File: config.mk
export PLATFORM = sky130hd
export DESIGN_NAME = latch_bank_arbiter
export DESIGN_NICKNAME = d
export VERILOG_FILES = /design/src/rtl/latch_bank_arbiter_pkg.sv /design/src/rtl/latch_bank_arbiter_rr_arbiter.sv /design/src/rtl/latch_bank_arbiter.sv
export SDC_FILE = /design/constraint.sdc
export NUM_CORES = 1
export LEC_CHECK = 0
export ABC_CLOCK_PERIOD_IN_PS = 3460
export BUFFER_PORTS_ARGS = -buffer_cell sky130_fd_sc_hd__buf_4
export CAP_MARGIN = 20
export CORE_MARGIN = 8
export CORE_UTILIZATION = 35
export DETAILED_ROUTE_END_ITERATION = 6
export SLEW_MARGIN = 20
export SYNTH_ARGS = -nofsm -noshare
export SYNTH_HDL_FRONTEND = slang
export SYNTH_SLANG_ARGS = --single-unit
File: constraint.sdc
create_clock -name Clk -period 3.46 [get_ports Clk]
set_input_delay 0.173 -clock Clk [delete_from_list [all_inputs] [get_ports Clk]]
set_output_delay 0.173 -clock Clk [all_outputs]
set_load 0.03 [all_outputs]
File: src/rtl/latch_bank_arbiter_pkg.sv
// Shared definitions for the latch bank arbiter.
// Holds the FSM state encoding used by the top level.
// Build macro: LATCH_BANK_CLEAR_EN adds the CLEAR state (bank-wide latch reset).
package latch_bank_arbiter_pkg;

    // Write sequence states; CLEAR exists only when the clear feature is built in.
    typedef enum logic [2:0] {
        IDLE  = 3'd0,
        SETUP = 3'd1,
        OPEN  = 3'd2,
        HOLD  = 3'd3
`ifdef LATCH_BANK_CLEAR_EN
        ,
        CLEAR = 3'd4
`endif
    } state_t;

    // Round-robin successor of a requester index.
    function automatic int unsigned rr_next(input int unsigned idx, input int unsigned n_req);
        return (idx + 1 >= n_req) ? 0 : idx + 1;
    endfunction

endpackage

File: src/rtl/latch_bank_arbiter_rr_arbiter.sv
// rr_arbiter: combinational round-robin pick.
// Searches req starting at rr_ptr, wrapping modulo N_REQ, and returns the
// first set bit both as a one-hot grant and as a binary index.
// grant is all-zero when req is all-zero (idx is then 0 and meaningless).
module rr_arbiter #(
    parameter  int N_REQ = 4,
    localparam int IDX_W = $clog2(N_REQ)
) (
    input  logic [N_REQ-1:0] req,
    input  logic [IDX_W-1:0] rr_ptr,
    output logic [N_REQ-1:0] grant,
    output logic [IDX_W-1:0] idx
);

    logic [N_REQ-1:0] rotated;
    logic [IDX_W-1:0] offset;
    logic [IDX_W:0]   sum;

    // Rotate req so rr_ptr sits at bit 0, take the lowest set bit, rotate back.
    always_comb begin
        // NOTE: every variable gets a default before any branch so no latch is inferred.
        rotated = N_REQ'({req, req} >> rr_ptr);
        offset  = '0;
        for (int i = N_REQ - 1; i >= 0; i--) begin
            if (rotated[i]) begin
                offset = IDX_W'(i);
            end
        end
        sum = {1'b0, rr_ptr} + {1'b0, offset};
        if (sum >= (IDX_W + 1)'(N_REQ)) begin
            sum = sum - (IDX_W + 1)'(N_REQ);
        end
        idx   = sum[IDX_W-1:0];
        grant = '0;
        for (int i = 0; i < N_REQ; i++) begin
            grant[i] = (|req) && (idx == IDX_W'(i));
        end
    end

endmodule

File: src/rtl/latch_bank_arbiter.sv
// latch_bank_arbiter: shares one bank of 2**ADDR_W level-sensitive latches
// among N_REQ requesters. Each write runs SETUP -> OPEN (OPEN_CYC cycles) ->
// HOLD so the latch D input is stable before, during and after the gate.
// Every output is a flop; nothing is decoded combinationally from state, so
// the latch gates cannot glitch.
// Build macro: LATCH_BANK_CLEAR_EN adds clr_req / latch_rst / clr_done and
// the CLEAR state.
module latch_bank_arbiter
    import latch_bank_arbiter_pkg::*;
#(
    parameter int N_REQ    = 4,
    parameter int DATA_W   = 8,
    parameter int ADDR_W   = 2,
    parameter int OPEN_CYC = 1
) (
    input  logic                     Clk,
    input  logic                     Reset_n,
    input  logic [N_REQ-1:0]         req,
    input  logic [N_REQ*ADDR_W-1:0]  req_addr,
    input  logic [N_REQ*DATA_W-1:0]  req_data,
`ifdef LATCH_BANK_CLEAR_EN
    input  logic                     clr_req,
    output logic                     latch_rst,
    output logic                     clr_done,
`endif
    output logic [N_REQ-1:0]         gnt,
    output logic                     busy,
    output logic [DATA_W-1:0]        latch_d,
    output logic [(2**ADDR_W)-1:0]   latch_en
);

    localparam int IDX_W   = $clog2(N_REQ);
    localparam int N_LATCH = 2 ** ADDR_W;
    localparam int CNT_W   = $clog2(OPEN_CYC + 1);

    state_t              state, state_next;
    logic [IDX_W-1:0]    rr_ptr, rr_ptr_next;
    logic [IDX_W-1:0]    cap_idx, cap_idx_next;
    logic [N_REQ-1:0]    cap_gnt, cap_gnt_next;
    logic [ADDR_W-1:0]   cap_addr, cap_addr_next;
    logic [CNT_W-1:0]    open_cnt, open_cnt_next;

    logic [N_REQ-1:0]    gnt_next;
    logic                busy_next;
    logic [DATA_W-1:0]   latch_d_next;
    logic [N_LATCH-1:0]  latch_en_next;
`ifdef LATCH_BANK_CLEAR_EN
    logic                latch_rst_next;
    logic                clr_done_next;
`endif

    logic [N_REQ-1:0]    win_grant;
    logic [IDX_W-1:0]    win_idx;
    logic [ADDR_W-1:0]   win_addr;
    logic [DATA_W-1:0]   win_data;
    logic [N_LATCH-1:0]  addr_dec;
    logic [IDX_W-1:0]    ptr_after;

    rr_arbiter #(
        .N_REQ (N_REQ)
    ) u_rr_arbiter (
        .req    (req),
        .rr_ptr (rr_ptr),
        .grant  (win_grant),
        .idx    (win_idx)
    );

    // Winner's address/data slices, gate decode of the captured address and
    // the pointer value that follows the captured winner.
    always_comb begin
        win_addr = '0;
        win_data = '0;
        for (int i = 0; i < N_REQ; i++) begin
            win_addr = win_addr | ({ADDR_W{win_grant[i]}} & req_addr[i*ADDR_W +: ADDR_W]);
            win_data = win_data | ({DATA_W{win_grant[i]}} & req_data[i*DATA_W +: DATA_W]);
        end
        addr_dec = '0;
        for (int i = 0; i < N_LATCH; i++) begin
            addr_dec[i] = (cap_addr == ADDR_W'(i));
        end
        ptr_after = IDX_W'(rr_next(int'(cap_idx), N_REQ));
    end

    // Next-state logic plus the next value of every registered output.
    always_comb begin
        state_next    = state;
        rr_ptr_next   = rr_ptr;
        cap_idx_next  = cap_idx;
        cap_gnt_next  = cap_gnt;
        cap_addr_next = cap_addr;
        open_cnt_next = open_cnt;
        gnt_next      = '0;
        busy_next     = 1'b0;
        latch_d_next  = latch_d;
        latch_en_next = '0;
`ifdef LATCH_BANK_CLEAR_EN
        latch_rst_next = 1'b0;
        clr_done_next  = 1'b0;
`endif
        unique case (state)
            IDLE: begin
`ifdef LATCH_BANK_CLEAR_EN
                if (clr_req) begin
                    state_next     = CLEAR;
                    latch_rst_next = 1'b1;
                    busy_next      = 1'b1;
                end else
`endif
                if (|req) begin
                    state_next    = SETUP;
                    cap_idx_next  = win_idx;
                    cap_gnt_next  = win_grant;
                    cap_addr_next = win_addr;
                    latch_d_next  = win_data;
                    busy_next     = 1'b1;
                end
            end
            SETUP: begin
                state_next    = OPEN;
                open_cnt_next = CNT_W'(OPEN_CYC);
                latch_en_next = addr_dec;
                busy_next     = 1'b1;
            end
            OPEN: begin
                busy_next = 1'b1;
                if (open_cnt == CNT_W'(1)) begin
                    state_next = HOLD;
                    gnt_next   = cap_gnt;
                end else begin
                    open_cnt_next = open_cnt - CNT_W'(1);
                    latch_en_next = addr_dec;
                end
            end
            HOLD: begin
                state_next  = IDLE;
                rr_ptr_next = ptr_after;
            end
`ifdef LATCH_BANK_CLEAR_EN
            CLEAR: begin
                state_next    = IDLE;
                clr_done_next = 1'b1;
            end
`endif
            default: begin
                state_next = IDLE;
            end
        endcase
    end

    // State, capture registers, OPEN counter and output flops.
    always_ff @(posedge Clk or negedge Reset_n) begin
        if (!Reset_n) begin
            // NOTE: capture registers are reset too; an aborted write must leave no stale gnt behind.
            state    <= IDLE;
            rr_ptr   <= '0;
            cap_idx  <= '0;
            cap_gnt  <= '0;
            cap_addr <= '0;
            open_cnt <= '0;
            gnt      <= '0;
            busy     <= 1'b0;
            latch_d  <= '0;
            latch_en <= '0;
`ifdef LATCH_BANK_CLEAR_EN
            latch_rst <= 1'b0;
            clr_done  <= 1'b0;
`endif
        end else begin
            // NOTE: non-blocking assignments so every flop samples pre-edge values.
            state    <= state_next;
            rr_ptr   <= rr_ptr_next;
            cap_idx  <= cap_idx_next;
            cap_gnt  <= cap_gnt_next;
            cap_addr <= cap_addr_next;
            open_cnt <= open_cnt_next;
            gnt      <= gnt_next;
            busy     <= busy_next;
            latch_d  <= latch_d_next;
            latch_en <= latch_en_next;
`ifdef LATCH_BANK_CLEAR_EN
            latch_rst <= latch_rst_next;
            clr_done  <= clr_done_next;
`endif
        end
    end

endmodule
== Yosys cells after proc, flatten, opt, wreduce, memory -nomap -nowiden ==
Index checks and enable logic that the tools add are counted.

* Logic and storage cells: 71
* Output and inout port bits: 17
* Bits of input ports: 46
* Bits in registers: 31

* Order comparisons: 2
* $add $sub $neg: 4
* Shift operators: 1
* Reduce and logical (&&, ||, !) cells: 12
* Mux-type cells: 17
* Bitwise gates (word level): 14
* Equal/unequal tests: 11

{| class="wikitable"
|+ Operators by type and width
! cell !! number
|-
| AND 8 bit || 4
|-
| bitwise OR 8 bit || 3
|-
| two-way mux 2 bit || 6
|-
| two-way mux 4 bit || 3
|-
| one-hot mux 3 bit (3 select lines) || 1
|-
| AND 2 bit || 4
|-
| == test 2 bit (second input constant) || 4
|-
| one-hot mux 4 bit (2 select lines) || 1
|-
| >> shifter 8 x 2 -> 4 bit || 1
|-
| == test 3 x 2 -> 1 bit (second input constant) || 2
|-
| greater-or-equal comparator 3 bit (second input constant) || 2
|-
| two-way mux 3 bit || 2
|-
| bitwise OR 2 bit || 3
|-
| == test 2 x 1 -> 1 bit (second input constant) || 2
|-
| logical AND 1 bit || 4
|-
| zero test 2 bit || 2
|-
| inequality test 2 bit (second input constant) || 2
|-
| one-hot mux 1 bit (2 select lines) || 2
|-
| AND reduction 2 bit || 2
|-
| OR reduction 4 bit || 1
|-
| adder 2 x 1 -> 3 bit (second input constant) || 1
|-
| adder 2 x 2 -> 3 bit || 1
|-
| == test 3 x 1 -> 1 bit (second input constant) || 1
|-
| zero test 3 bit || 1
|-
| other kinds (5) || 6
|}

== Logic depth before layout (Yosys ltp) ==
Gate-level depths: netlist of run 1.

* Depth after elaboration: 14
* Mapped depth: 12
* Depth with buffers taken out: 11

== Modules after synthesis ==
Synthesis of run 1 repeated with hierarchy kept, for this count alone.

* Cells, all modules: 154
* Area, all modules: 1665.3 µm²

{| class="wikitable"
|+ Modules (own cells, without submodules)
! module !! area each (µm²) !! cells an instance !! times used !! seq. area each (µm²)
|-
| latch_bank_arbiter || 1365.1 || 114 || 1 || 750.7
|-
| rr_arbiter || 300.3 || 40 || 1 || 0.0
|}

== Worst setup path before layout of run 1 ==
Ideal clock, no wire load.

* Path kind: reg-to-reg
* From: reg rr_ptr[0]
* To: reg latch_d[6]
* Data arrival time: 2.429 ns
* Setup time: 0.125 ns
* Path slack: 0.907 ns
* Stages on the path, launching flop included: 11
* Period minus slack after synthesis: 2.553 ns
* Path buffers: 1
* Required time: 3.335 ns
* Cells stage by stage: dfrtp_1 -> buf_2 -> nand2b_1 -> o22ai_1 -> o21ai_0 -> o221ai_1 -> ha_1 -> xnor2_1 -> xnor2_2 -> mux4_1 -> mux2_2

* Longest elaborated chain between the ends: 14
* Elaborated cells on any way between the ends: 24
* Classes of those cells: add/sub: 2; order compare: 1; eq/ne: 3; shift: 1; mux: 5; bitwise: 7; reduce/logical: 5

{| class="wikitable"
|+ Ends and longest elaborated chain
! item !! RTL line !! text
|-
| start, declared || latch_bank_arbiter.sv:37 || <nowiki>logic [IDX_W-1:0] rr_ptr, rr_ptr_next;</nowiki>
|-
| start signal, assigned || latch_bank_arbiter.sv:171 || <nowiki>rr_ptr <= rr_ptr_next;</nowiki>
|-
| >> shifter 8 x 2 -> 4 bit || latch_bank_arbiter_rr_arbiter.sv:22 || <nowiki>rotated = N_REQ'({req, req} >> rr_ptr);</nowiki>
|-
| two-way mux 2 bit (4 in series) || latch_bank_arbiter_rr_arbiter.sv:25 || <nowiki>if (rotated[i]) begin</nowiki>
|-
| adder 2 x 2 -> 3 bit (*) || latch_bank_arbiter_rr_arbiter.sv:29 || <nowiki>sum = {1'b0, rr_ptr} + {1'b0, offset};</nowiki>
|-
| greater-or-equal comparator 3 bit or subtractor 2 x 1 -> 2 bit (tied branches) || latch_bank_arbiter_rr_arbiter.sv:30, latch_bank_arbiter_rr_arbiter.sv:31 ||
|-
| two-way mux 2 bit (*) || latch_bank_arbiter_rr_arbiter.sv:30 || <nowiki>if (sum >= (IDX_W + 1)'(N_REQ)) begin</nowiki>
|-
| == test 2 x 1 -> 1 bit or zero test 2 bit (tied branches) || latch_bank_arbiter_rr_arbiter.sv:36 || <nowiki>grant[i] = (|req) && (idx == IDX_W'(i));</nowiki>
|-
| logical AND 1 bit || latch_bank_arbiter_rr_arbiter.sv:36 ||
|-
| AND 8 bit || latch_bank_arbiter.sv:75 || <nowiki>win_data = win_data | ({DATA_W{win_grant[i]}} & req_data[i*DATA_W +: DATA_W]);</nowiki>
|-
| bitwise OR 8 bit (2 in series) || latch_bank_arbiter.sv:75 ||
|-
| bitwise OR 8 bit (*) || latch_bank_arbiter.sv:75 ||
|-
| end signal, assigned || latch_bank_arbiter.sv:178 || <nowiki>latch_d <= latch_d_next;</nowiki>
|-
| end, declared || latch_bank_arbiter.sv:28 || <nowiki>output logic [DATA_W-1:0] latch_d,</nowiki>
|}

Mark *: on every way between the ends. The rest lies on a longest branch, timed or not.
A chain may end at the register's enable or synchronous reset.

== Worst setup path in the final report of run 1 ==
* From: reg rr_ptr[0]
* To: reg latch_d[6]

* Longest elaborated chain between the ends: 14
* Elaborated cells on any way between the ends: 24
* Classes of those cells: add/sub: 2; order compare: 1; eq/ne: 3; shift: 1; mux: 5; bitwise: 7; reduce/logical: 5

{| class="wikitable"
|+ Ends and longest elaborated chain
! item !! RTL line !! text
|-
| >> shifter 8 x 2 -> 4 bit || latch_bank_arbiter_rr_arbiter.sv:22 ||
|-
| two-way mux 2 bit (4 in series) || latch_bank_arbiter_rr_arbiter.sv:25 ||
|-
| adder 2 x 2 -> 3 bit (*) || latch_bank_arbiter_rr_arbiter.sv:29 ||
|-
| greater-or-equal comparator 3 bit or subtractor 2 x 1 -> 2 bit (tied branches) || latch_bank_arbiter_rr_arbiter.sv:30, latch_bank_arbiter_rr_arbiter.sv:31 ||
|-
| two-way mux 2 bit (*) || latch_bank_arbiter_rr_arbiter.sv:30 ||
|-
| net u_rr_arbiter.idx[0] || latch_bank_arbiter_rr_arbiter.sv:12 || <nowiki>output logic [IDX_W-1:0] idx</nowiki>
|-
| == test 2 x 1 -> 1 bit or zero test 2 bit (tied branches) || latch_bank_arbiter_rr_arbiter.sv:36 ||
|-
| logical AND 1 bit || latch_bank_arbiter_rr_arbiter.sv:36 ||
|-
| AND 8 bit || latch_bank_arbiter.sv:75 ||
|-
| bitwise OR 8 bit (2 in series) || latch_bank_arbiter.sv:75 ||
|-
| bitwise OR 8 bit (*) || latch_bank_arbiter.sv:75 ||
|}

The timed path passes the listed nets; every way through them passes the cells marked *.

==> run summary, run 1 <==
YS warnings = 0
Relative max-transition margin = 50.9%
Yosys top cell by area = dfrtp_1
RSZ-0062 raised after global routing = false
Die H = 87.6 um
CP Buf/Inv Count = 0
Cells along the critical path = nand2b_1 > o22ai_1 > o21ai_0 > o221ai_1 > ha_1 > mux4_1 > mux2_2
Hold Crit Start = req_addr[3]
Seq/Total Area, Yosys = 41.8%
Max H-tree Level = 2
Number of fillers in the final layout = 486
Syn_area_per_cell = 9.75 um2
CTS tree = built
Fin Clk Skew = 0.00824 ns
Worst-Skew Late Latency = 0.27 ns
Number of I/O port buffers = 62
Number of synthesized flops with an enable pin = 0
Post-Synthesis Cells = 184
Synth area leaders = dfrtp_1, mux2_2, nand2_1, nand3_1, mux4_1
Die Area = 7670 um2
Worst path max stage delay = 0.79 ns
Post-synth top area share = 41.8%
Pleak = 1.15 nW
Status = finished, final reports clean
Hold_buf cts = 1
Worst setup path startpoint = rr_ptr[0]$_DFFE_PN0N_
Post-synth top flop = dfrtp_1
Peak VDD IR = 0.589 mV
Unique cell type count in the Yosys netlist = 32
Seq cells post-synth = 30
Setup fix buffers added after clock tree synthesis = 0
Final Power = 2.43 mW
Layout cell share with drive strength beyond 1 = 34.0%
Routed wire length = 4510 um
Wirelength per Cell = 14.1 um
Area Growth Syn to Fin = 37.1%
Crit Path Category = reg2reg
Maxcap violations = 0
Hold Path Class = in2reg
Residual DRC count = 0
CP endpoint kind = flip-flop
Reg-to-reg critical path startpoint = rr_ptr[0]$_DFFE_PN0N_
Mapped Nets = 236
Die W = 87.6 um
Vias in the first global route = 1547
Final setup fails = 0
DR iter-0 viols = 50
CTS Sinks = 30
First-pass GRT wire length = 7290 um
Final period util = 82.1%
Vias/cell = 4.92
CP top delay family = multiplexers
Site Rows = 26
Routability Congestion = 0.761
Pre-Repair DR Iteration Count = 4
Initial antenna violation count = 0
Root Buffer = clkbuf_8
DR vias = 1573
Max Clk Rate = 0.352 GHz
Slew Limit Fails = 0
Top post-synthesis cells by count = dfrtp_1, nand2_1, nand3_1
PwrDens = 987 nW/um2
Worst Tran Pin Value = 0.737 ns
Clock-pin slew of the registers on the worst-case setup and hold paths = 0.07 ns
Async set-reset flop share out of synthesis = 100%
Total GRT Usage = 12.1%
CORE AREA = 5040 um2
Post-DP HPWL = 3460 um
Num ports = 63
Final net count = 302
Critical Path Fanout Max = 22
CP arrival = 3.00 ns
TNS Setup = 0 ns
Footprint of the multi-input gates = 988 um2
Largest net degree at the start of global routing = 31
Antenna Nets Post-Route = 0
Slowest stage cell, crit path = ha_1
Most frequent cell after synthesis = dfrtp_1
Num CTS Buffers = 5
Starting Density = 35.6%
Synthesized area = 1790 um2
CTS-repair resized insts = 0
CP required = 3.62 ns
Time the worst path needs with I/O delays and setup = 2.84 ns
Startpoint types = flip-flop
# diodes = 0
CTS max path bufs = 2
FF+latch area = 751 um2
Hold Fails Final Rpt = 0
Gr ovfl total = 0
==> worst register-to-register path, delay by kind of cell, from the launching register on <==
kind / cells / cell delay (ns)
multiplexers: 2 / 0.91
adder cells (fa/ha/maj): 1 / 0.79
flip-flops: 1 / 0.53
AO/OA/AOI/OAI: 3 / 0.35
AND/OR/NAND/NOR: 1 / 0.15
==> cells by family after synthesis <==
group                    synth area share, %
multiplexers                            13.4
XOR/XNOR                                2.79
buffers and inverters                   3.07
flip-flops                              41.8
AND/OR/NAND/NOR                         20.5
adder cells (fa/ha/maj)                 4.18
AO/OA/AOI/OAI                           14.2
==> sequential cells by signal, indices dropped and copies added (netlist names) <==
signal and count:
state 2, gnt 4, latch_d 8, busy 1, cap_addr 2, cap_idx 2
rr_ptr 2, cap_gnt 4, latch_en 4, open_cnt 1
==> report_power, final <==
group	internal [mW]	switching (mW)
clock network	0.230	0.126
registers	0.495	0.104
logic	0.624	0.848
total	1.35	1.08
==> path summary, 6_finish.rpt <==
| kind | cells past startpoint | slack (ns) | end |
|---|---|---|---|
| min | 3 | 0.25 | cap_addr[1]$_DFFE_PN0P_ |
| max reg2reg | 7 | 0.62 | latch_d[6]$_DFFE_PN0P_ |
| max | 7 | 0.62 | latch_d[6]$_DFFE_PN0P_ |
| min reg2reg | 2 | 0.48 | latch_d[7]$_DFFE_PN0P_ |
| max in group asynchronous | 2 | 2.80 | cap_addr[1]$_DFFE_PN0P_ |
| min in group asynchronous | 2 | 0.37 | cap_idx[0]$_DFFE_PN0P_ |
==> layout by cell type (no fill, tap or decap), types with 2 or more instances in the layout <==
cell type	n
a211oi_1	8
a21oi_1	4
a22o_1	2
and3_1	5
buf_4	65
clkbuf_8	6
dfrtp_1	30
ha_1	6
inv_1	6
mux2_2	9
mux2i_1	6
mux4_1	3
nand2_1	23
nand2b_1	3
nand3_1	16
nor2_1	10
nor2b_1	11
nor3_1	2
nor4_1	2
o21ai_0	15
o31ai_1	4
xnor2_2	2
==> area by class of cell <==
class | count | area share (%)
clock buffers | 6 | 3.36
repair buffers | 66 | 20.2
inverters | 6 | 0.916
flip-flops and latches | 30 | 30.5
clock inverters | 1 | 1.22
multi-input cells | 141 | 40.2
well taps | 70 | 3.56
==> through the flow <==
stage                     util (%)  area, um2  hold slack [ns]  cells  setup WS [ns]
after global placement        46.4       2340            0.128    312          0.695
after CTS                     48.8       2460            0.248    320          0.611
after floorplan                  -       1790           -0.123    184          0.907
final                         48.8       2460            0.252    320          0.620
after detailed placement      46.4       2340            0.129    312          0.621
after global routing          48.8       2460            0.248    320          0.367
==> metal layers <==
layer  vias up  wire, um  GRT usage (%)  part of all wire [%]
met5         -         0              0                     0
met4         0        48           4.22                   1.1
met3         4       212           2.72                   4.7
met2        49      2190           20.4                    49
met1       727      2050           14.7                    46
li1        793         -              -                     -
(Power assumes the default switching activity.)
==> run 2, diff against run 1 <==
--- a/config.mk
+++ b/config.mk
@@ -5,7 +5,7 @@
 export SDC_FILE = /design/constraint.sdc
 export NUM_CORES = 1
 export LEC_CHECK = 0
-export ABC_CLOCK_PERIOD_IN_PS = 3460
+export ABC_CLOCK_PERIOD_IN_PS = 2300
 export BUFFER_PORTS_ARGS = -buffer_cell sky130_fd_sc_hd__buf_4
 export CAP_MARGIN = 20
 export CORE_MARGIN = 8
==> constraint.sdc (replaced) <==
create_clock -name Clk -period 2.3 [get_ports Clk]
set_input_delay 0.115 -clock Clk [delete_from_list [all_inputs] [get_ports Clk]]
set_output_delay 0.115 -clock Clk [all_outputs]
set_load 0.03 [all_outputs]
==> run summary, run 2 (same netlist as run 1, synthesis figures left out) <==
Max reg flops = 8 (unchanged)
Slowest stage cell, crit path = dfrtp_1
Top reg by flops = latch_d
Maxcap violations = 0 (unchanged)
Antenna Nets Post-Route = 0 (unchanged)
CP arrival = 2.44 ns (-0.56 ns)
Slew Limit Fails = 0 (unchanged)
Max Clk Rate = 0.442 GHz (+25%)
Critical Path Fanout Max = 5 (-77%)
FF-to-FF setup slack = 0.04 ns (-0.58 ns)
Startpoint types = flip-flop
Peak VDD IR = 0.776 mV (+32%)
Final net count = 312 (+3.3%)
Worst slack, placed = 0.0418 ns (-0.579 ns)
Root Buffer = clkbuf_8
Area Growth Syn to Fin = 46.0%
Routability Congestion = 0.767 (+0.79%)
CP required = 2.48 ns (-1.14 ns)
Combinational power share = 67.8% (+7.2 points)
Crit Path Category = reg2reg
Total GRT Usage = 12.6% (+0.49 points)
Largest net degree at the start of global routing = 31 (unchanged)
Wirelength per Cell = 13.9 um (-0.94%)
First-pass GRT wire length = 7580 um (+4.0%)
Clock-pin slew of the registers on the worst-case setup and hold paths = 0.07 ns (about the same)
Worst path max stage delay = 0.41 ns (-0.38 ns)
Worst-Skew Late Latency = 0.29 ns (+0.02 ns)
Initial antenna violation count = 0 (unchanged)
Residual DRC count = 0 (unchanged)
Max H-tree Level = 2 (unchanged)
Vias in the first global route = 1612 (+4.2%)
Switching Fraction = 43.7% (-0.71 points)
Hold_ws = 0.174 ns (-0.0780 ns)
P_int = 2.31 mW (+71%)
Site Rows = 26 (unchanged)
CORE AREA = 5040 um2 (unchanged)
Status = finished, final reports clean
Worst Tran Pin Value = 0.460 ns (-0.277 ns)
Hold Fails Final Rpt = 0 (unchanged)
DR vias = 1627 (+3.4%)
Cells along the critical path = nand2b_4 > o22ai_2 > o21ai_1 > o221ai_2 > ha_4 > xnor2_4 > xnor2_4 > mux4_2 > mux2_4
Num CTS Buffers = 5 (unchanged)
CTS Sinks = 30 (unchanged)
Clk pwr share = 10.9% (-3.8 points)
PwrDens = 1570 nW/um2 (+59%)
Commonest non-fill, non-tap cell in the layout = buf_4
Gr ovfl total = 0 (unchanged)
Layout cell share with drive strength beyond 1 = 40.6% (+6.6 points)
Starting Density = 35.6% (unchanged)
Commonest non-fill, non-tap cells in the layout = buf_4, dfrtp_1, nand2_1
Relative max-transition margin = 69.1% (+18 points)
Switching pwr = 1.79 mW (+66%)
Die H = 87.6 um (unchanged)
DR iter-0 viols = 49 (-2.0%)
Pleak = 1.21 nW (+5.3%)
TNS Setup = 0 ns (unchanged)
RSZ-0062 raised after global routing = true
Final core occ = 51.9% (+3.2 points)
Number of I/O port buffers = 62 (unchanged)
PnR worst setup slack = 0.0358 ns (-0.584 ns)
Vias/cell = 4.92 (about the same)
CP endpoint kind = flip-flop
CTS max path bufs = 2 (unchanged)
Final setup fails = 0 (unchanged)
Num ports = 63 (unchanged)
Sequential share of power = 21.3% (-3.4 points)
Die W = 87.6 um (unchanged)
Time the worst path needs with I/O delays and setup = 2.26 ns (-0.576 ns)
Hold Path Class = in2reg
Pre-Repair DR Iteration Count = 4 (unchanged)
Fin Clk Skew = 0.00638 ns (-0.00186 ns)
# diodes = 0 (unchanged)
Post-DP HPWL = 3530 um (+1.9%)
CTS tree = built
Final period util = 98.4% (+16 points)
Most frequent CP cell = xnor2_4
Final Power = 4.10 mW (+69%)
Routed wire length = 4620 um (+2.5%)
Die Area = 7670 um2 (unchanged)
==> run 2: per-stage QoR <==
stage	instances	area, um2
after floorplan	184	1840
after global placement	321	2440
after detailed placement	321	2440
after CTS	330	2540
after global routing	331	2620
final	331	2620
==> run 2: worst paths after layout <==
kind                                         from                endpoint  cells past startpoint
setup / recovery            rr_ptr[0]$_DFFE_PN0N_  latch_d[6]$_DFFE_PN0P_                      9
hold / removal                       req_data[10]  latch_d[2]$_DFFE_PN0P_                      3
setup reg to reg            rr_ptr[0]$_DFFE_PN0N_  latch_d[6]$_DFFE_PN0P_                      9
hold reg to reg            latch_d[7]$_DFFE_PN0P_  latch_d[7]$_DFFE_PN0P_                      2
max in group asynchronous                 Reset_n   rr_ptr[1]$_DFFE_PN0N_                      2
min in group asynchronous                 Reset_n   latch_en[2]$_DFF_PN0_                      2
==> run 2: layout make-up <==
| cell class | instances | area [um2] |
|---|---|---|
| Clock buffer | 6 | 82.6 |
| Clock inverter | 2 | 12.5 |
| Fill cell | 467 | 2420 |
| Inverter | 6 | 22.5 |
| Multi-Input combinational cell | 141 | 1090 |
| Sequential cell | 30 | 751 |
| Tap cell | 70 | 87.6 |
| Timing Repair Buffer | 76 | 573 |
==> run 2: power groups by stage <==
stage	Sequential, mW	Clock, mW	Combinational [mW]
2_1_floorplan	1.06	0	1.67
3_3_place_gp	0.874	0	2.57
3_5_place_dp	0.877	0	2.61
4_1_cts	0.868	0.459	2.61
5_1_grt	0.895	0.481	3.09
6_report	0.873	0.449	2.78
==> run 2: metal layers <==
metal	track usage [%]	up-vias	part of all wire (%)
met5	0	-	0
met1	15.2	771	43
met3	2.44	5	4.4
met2	21.1	39	51
li1	-	812	-
met4	5.63	0	1.5
==> run 2: what timing repair did <==
| item | 4_1_cts | 5_1_grt |
|---|---|---|
| setup buffers | 0 | 1 |
| resized for setup | 0 | 10 |
| setup endpoints to repair | 0 | 10 |
| hold buffers | 1 | 0 |
| endpoints found under the hold margin | 30 | 0 |
==> run 2: critical path: cells and delay by family (launching register included) <==
family / cells / cell delay (ns)
multiplexers: 2 / 0.59
flip-flops: 1 / 0.41
XOR/XNOR: 2 / 0.40
AO/OA/AOI/OAI: 3 / 0.38
adder cells (fa/ha/maj): 1 / 0.22
AND/OR/NAND/NOR: 1 / 0.15
==> run 3, diff against run 2 <==
--- a/config.mk
+++ b/config.mk
@@ -9,8 +9,9 @@
 export BUFFER_PORTS_ARGS = -buffer_cell sky130_fd_sc_hd__buf_4
 export CAP_MARGIN = 20
 export CORE_MARGIN = 8
-export CORE_UTILIZATION = 35
+export CORE_UTILIZATION = 45
 export DETAILED_ROUTE_END_ITERATION = 6
+export PLACE_DENSITY = 0.76
 export SLEW_MARGIN = 20
 export SYNTH_ARGS = -nofsm -noshare
 export SYNTH_HDL_FRONTEND = slang
==> run summary, run 3 (same netlist as run 1, synthesis figures left out) <==
Status = finished, final reports clean
FF-to-FF setup slack = 0.06 ns (+0.03 ns)
Num CTS Buffers = 5 (unchanged)
FF+latch area = 752 um2 (+0.17%)
Reg-to-reg critical path startpoint = rr_ptr[0]$_DFFE_PN0N_
Routed wl met3 = 170 um (-17%)
DR vias = 1616 (-0.68%)
First-pass GRT wire length = 7520 um (-0.73%)
PwrDens = 1620 nW/um2 (+3.2%)
Number of fillers in the final layout = 343 (-27%)
Die Area = 6260 um2 (-18%)
Hold Fails Final Rpt = 0 (unchanged)
Fin area = 2630 um2 (+0.38%)
Final Power = 4.25 mW (+3.6%)
Wirelength per Cell = 15.2 um (+9.0%)
Pleak = 1.22 nW (+1.3%)
Worst-Skew Late Latency = 0.29 ns (about the same)
# diodes = 0 (unchanged)
Slew Limit Fails = 0 (unchanged)
Most frequent CP cell = xnor2_4
DR iter-0 viols = 62 (+27%)
Worst path max stage delay = 0.44 ns (+0.03 ns)
Site Rows = 23 (-12%)
Post-DP HPWL = 3580 um (+1.5%)
Slowest stage cell, crit path = dfrtp_2
CP endpoint kind = flip-flop
Fin Clk Skew = 0.00864 ns (+0.00227 ns)
Starting Density = 45.8% (+10 points)
Root Buffer = clkbuf_8
Relative max-transition margin = 60.8% (-8.3 points)
CTS tree = built
Gr ovfl total = 0 (unchanged)
Antenna Nets Post-Route = 0 (unchanged)
Total GRT Usage = 14.9% (+2.4 points)
Dpl cell area = 2430 um2 (-0.41%)
Area Growth Syn to Fin = 46.5%
Worst Tran Pin Value = 0.583 ns (+0.124 ns)
Routed wire length = 4760 um (+3.1%)
Vias in the first global route = 1694 (+5.1%)
Worst setup path startpoint = rr_ptr[0]$_DFFE_PN0N_
Pre-Repair DR Iteration Count = 4 (unchanged)
CTS max path bufs = 2 (unchanged)
Max Clk Rate = 0.447 GHz (+1.2%)
Startpoint types = flip-flop
Met1 WL = 1840 um (-7.8%)
TNS Setup = 0 ns (unchanged)
Final period util = 97.3% (-1.2 points)
Die W = 79.1 um (-9.7%)
PnR worst setup slack = 0.0626 ns (+0.0267 ns)
Commonest non-fill, non-tap cell in the layout = buf_4
Hold Crit Start = req_data[10]
Critical Path Fanout Max = 7 (+2)
Routability Congestion = 0.785 (+2.3%)
CORE AREA = 3910 um2 (-22%)
Max reg flops = 8 (unchanged)
Final core occ = 67.2% (+15 points)
CP required = 2.47 ns (about the same)
Layout Cells excl Fill = 313 (-5.4%)
Max H-tree Level = 2 (unchanged)
DR top layer = met4
Peak VDD IR = 1.06 mV (+37%)
Clock-pin slew of the registers on the worst-case setup and hold paths = 0.07 ns (about the same)
Worst slack, placed = 0.0208 ns (-0.0211 ns)
Final net count = 314 (+0.64%)
Footprint of the multi-input gates = 1100 um2 (+0.69%)
Met2 wire len = 2670 um (+14%)
Time the worst path needs with I/O delays and setup = 2.24 ns (-0.0267 ns)
Die H = 79.1 um (-9.7%)
CTS Sinks = 30 (unchanged)
Final setup fails = 0 (unchanged)
Cells along the critical path = nand2b_4 > o22ai_2 > o21ai_1 > o221ai_2 > ha_4 > xnor2_4 > xnor2_4 > mux4_2 > mux2_4
Layout cell share with drive strength beyond 1 = 41.4% (+0.83 points)
Crit Path Category = reg2reg
Hold Path Class = in2reg
Number of I/O port buffers = 62 (unchanged)
Hold_ws = 0.172 ns (-0.00159 ns)
Commonest non-fill, non-tap cells in the layout = buf_4, dfrtp_1, nand2_1
Post-Place Cells = 303 (-5.6%)
Vias/cell = 5.16 (+5.0%)
Top reg by flops = latch_d
CP arrival = 2.41 ns (-0.03 ns)
Largest net degree at the start of global routing = 31 (unchanged)
Maxcap violations = 0 (unchanged)
Initial antenna violation count = 0 (unchanged)
Num ports = 63 (unchanged)
Residual DRC count = 0 (unchanged)
run 3: cell types whose count changed in the layout (fill, tap and decap cells not counted), sizes merged:
cell      delta
buf          +2
bufinv       +1
clkbuf       +1
clkinv       -1
clkinvlp     -1
run 3: layout make-up:
| type | instances | share of cell area (%) |
|---|---|---|
| clock buffer | 7 | 2.90 |
| inverter | 6 | 0.857 |
| multi-input combinational | 141 | 41.7 |
| clock inverter | 1 | 1.14 |
| sequential | 30 | 28.6 |
| timing repair buffer | 78 | 22.4 |
| tap | 50 | 2.38 |
run 3: worst max-delay path, delay by kind of cell (launching register included):
family | cells | cell delay, ns
AND/OR/NAND/NOR | 1 | 0.15
AO/OA/AOI/OAI | 3 | 0.33
XOR/XNOR | 2 | 0.39
multiplexers | 2 | 0.59
adder cells (fa/ha/maj) | 1 | 0.22
flip-flops | 1 | 0.44
run 3: repair_timing:
action                                  4_1_cts  5_1_grt
endpoints found under the setup margin        0       12
hold buffers                                  1        0
endpoints found under the hold margin        30        0
setup buffers                                 0        1
resized for setup                             0       13
run 3: report_power, final:
group / leakage [nW] / internal (mW) / switching (mW)
registers: 0.375 / 0.747 / 0.144
logic: 0.797 / 1.36 / 1.48
clock network: 0.0524 / 0.324 / 0.199
total: 1.22 / 2.43 / 1.82
run 3: path summary, 6_finish.rpt:
check / end / cells after the start
setup reg to reg: latch_d[3]$_DFFE_PN0P_ / 9
hold / removal: latch_d[2]$_DFFE_PN0P_ / 3
hold reg to reg: latch_d[2]$_DFFE_PN0P_ / 2
max in group asynchronous: rr_ptr[0]$_DFFE_PN0N_ / 2
min in group asynchronous: latch_d[2]$_DFFE_PN0P_ / 2
setup / recovery: latch_d[3]$_DFFE_PN0P_ / 9
run 3: metal layers:
layer  global-route usage (%)  up-vias
li1                         -      818
met1                     14.9      762
met2                     28.0       31
met3                     3.61        5
met4                     7.41        0
met5                        0        -
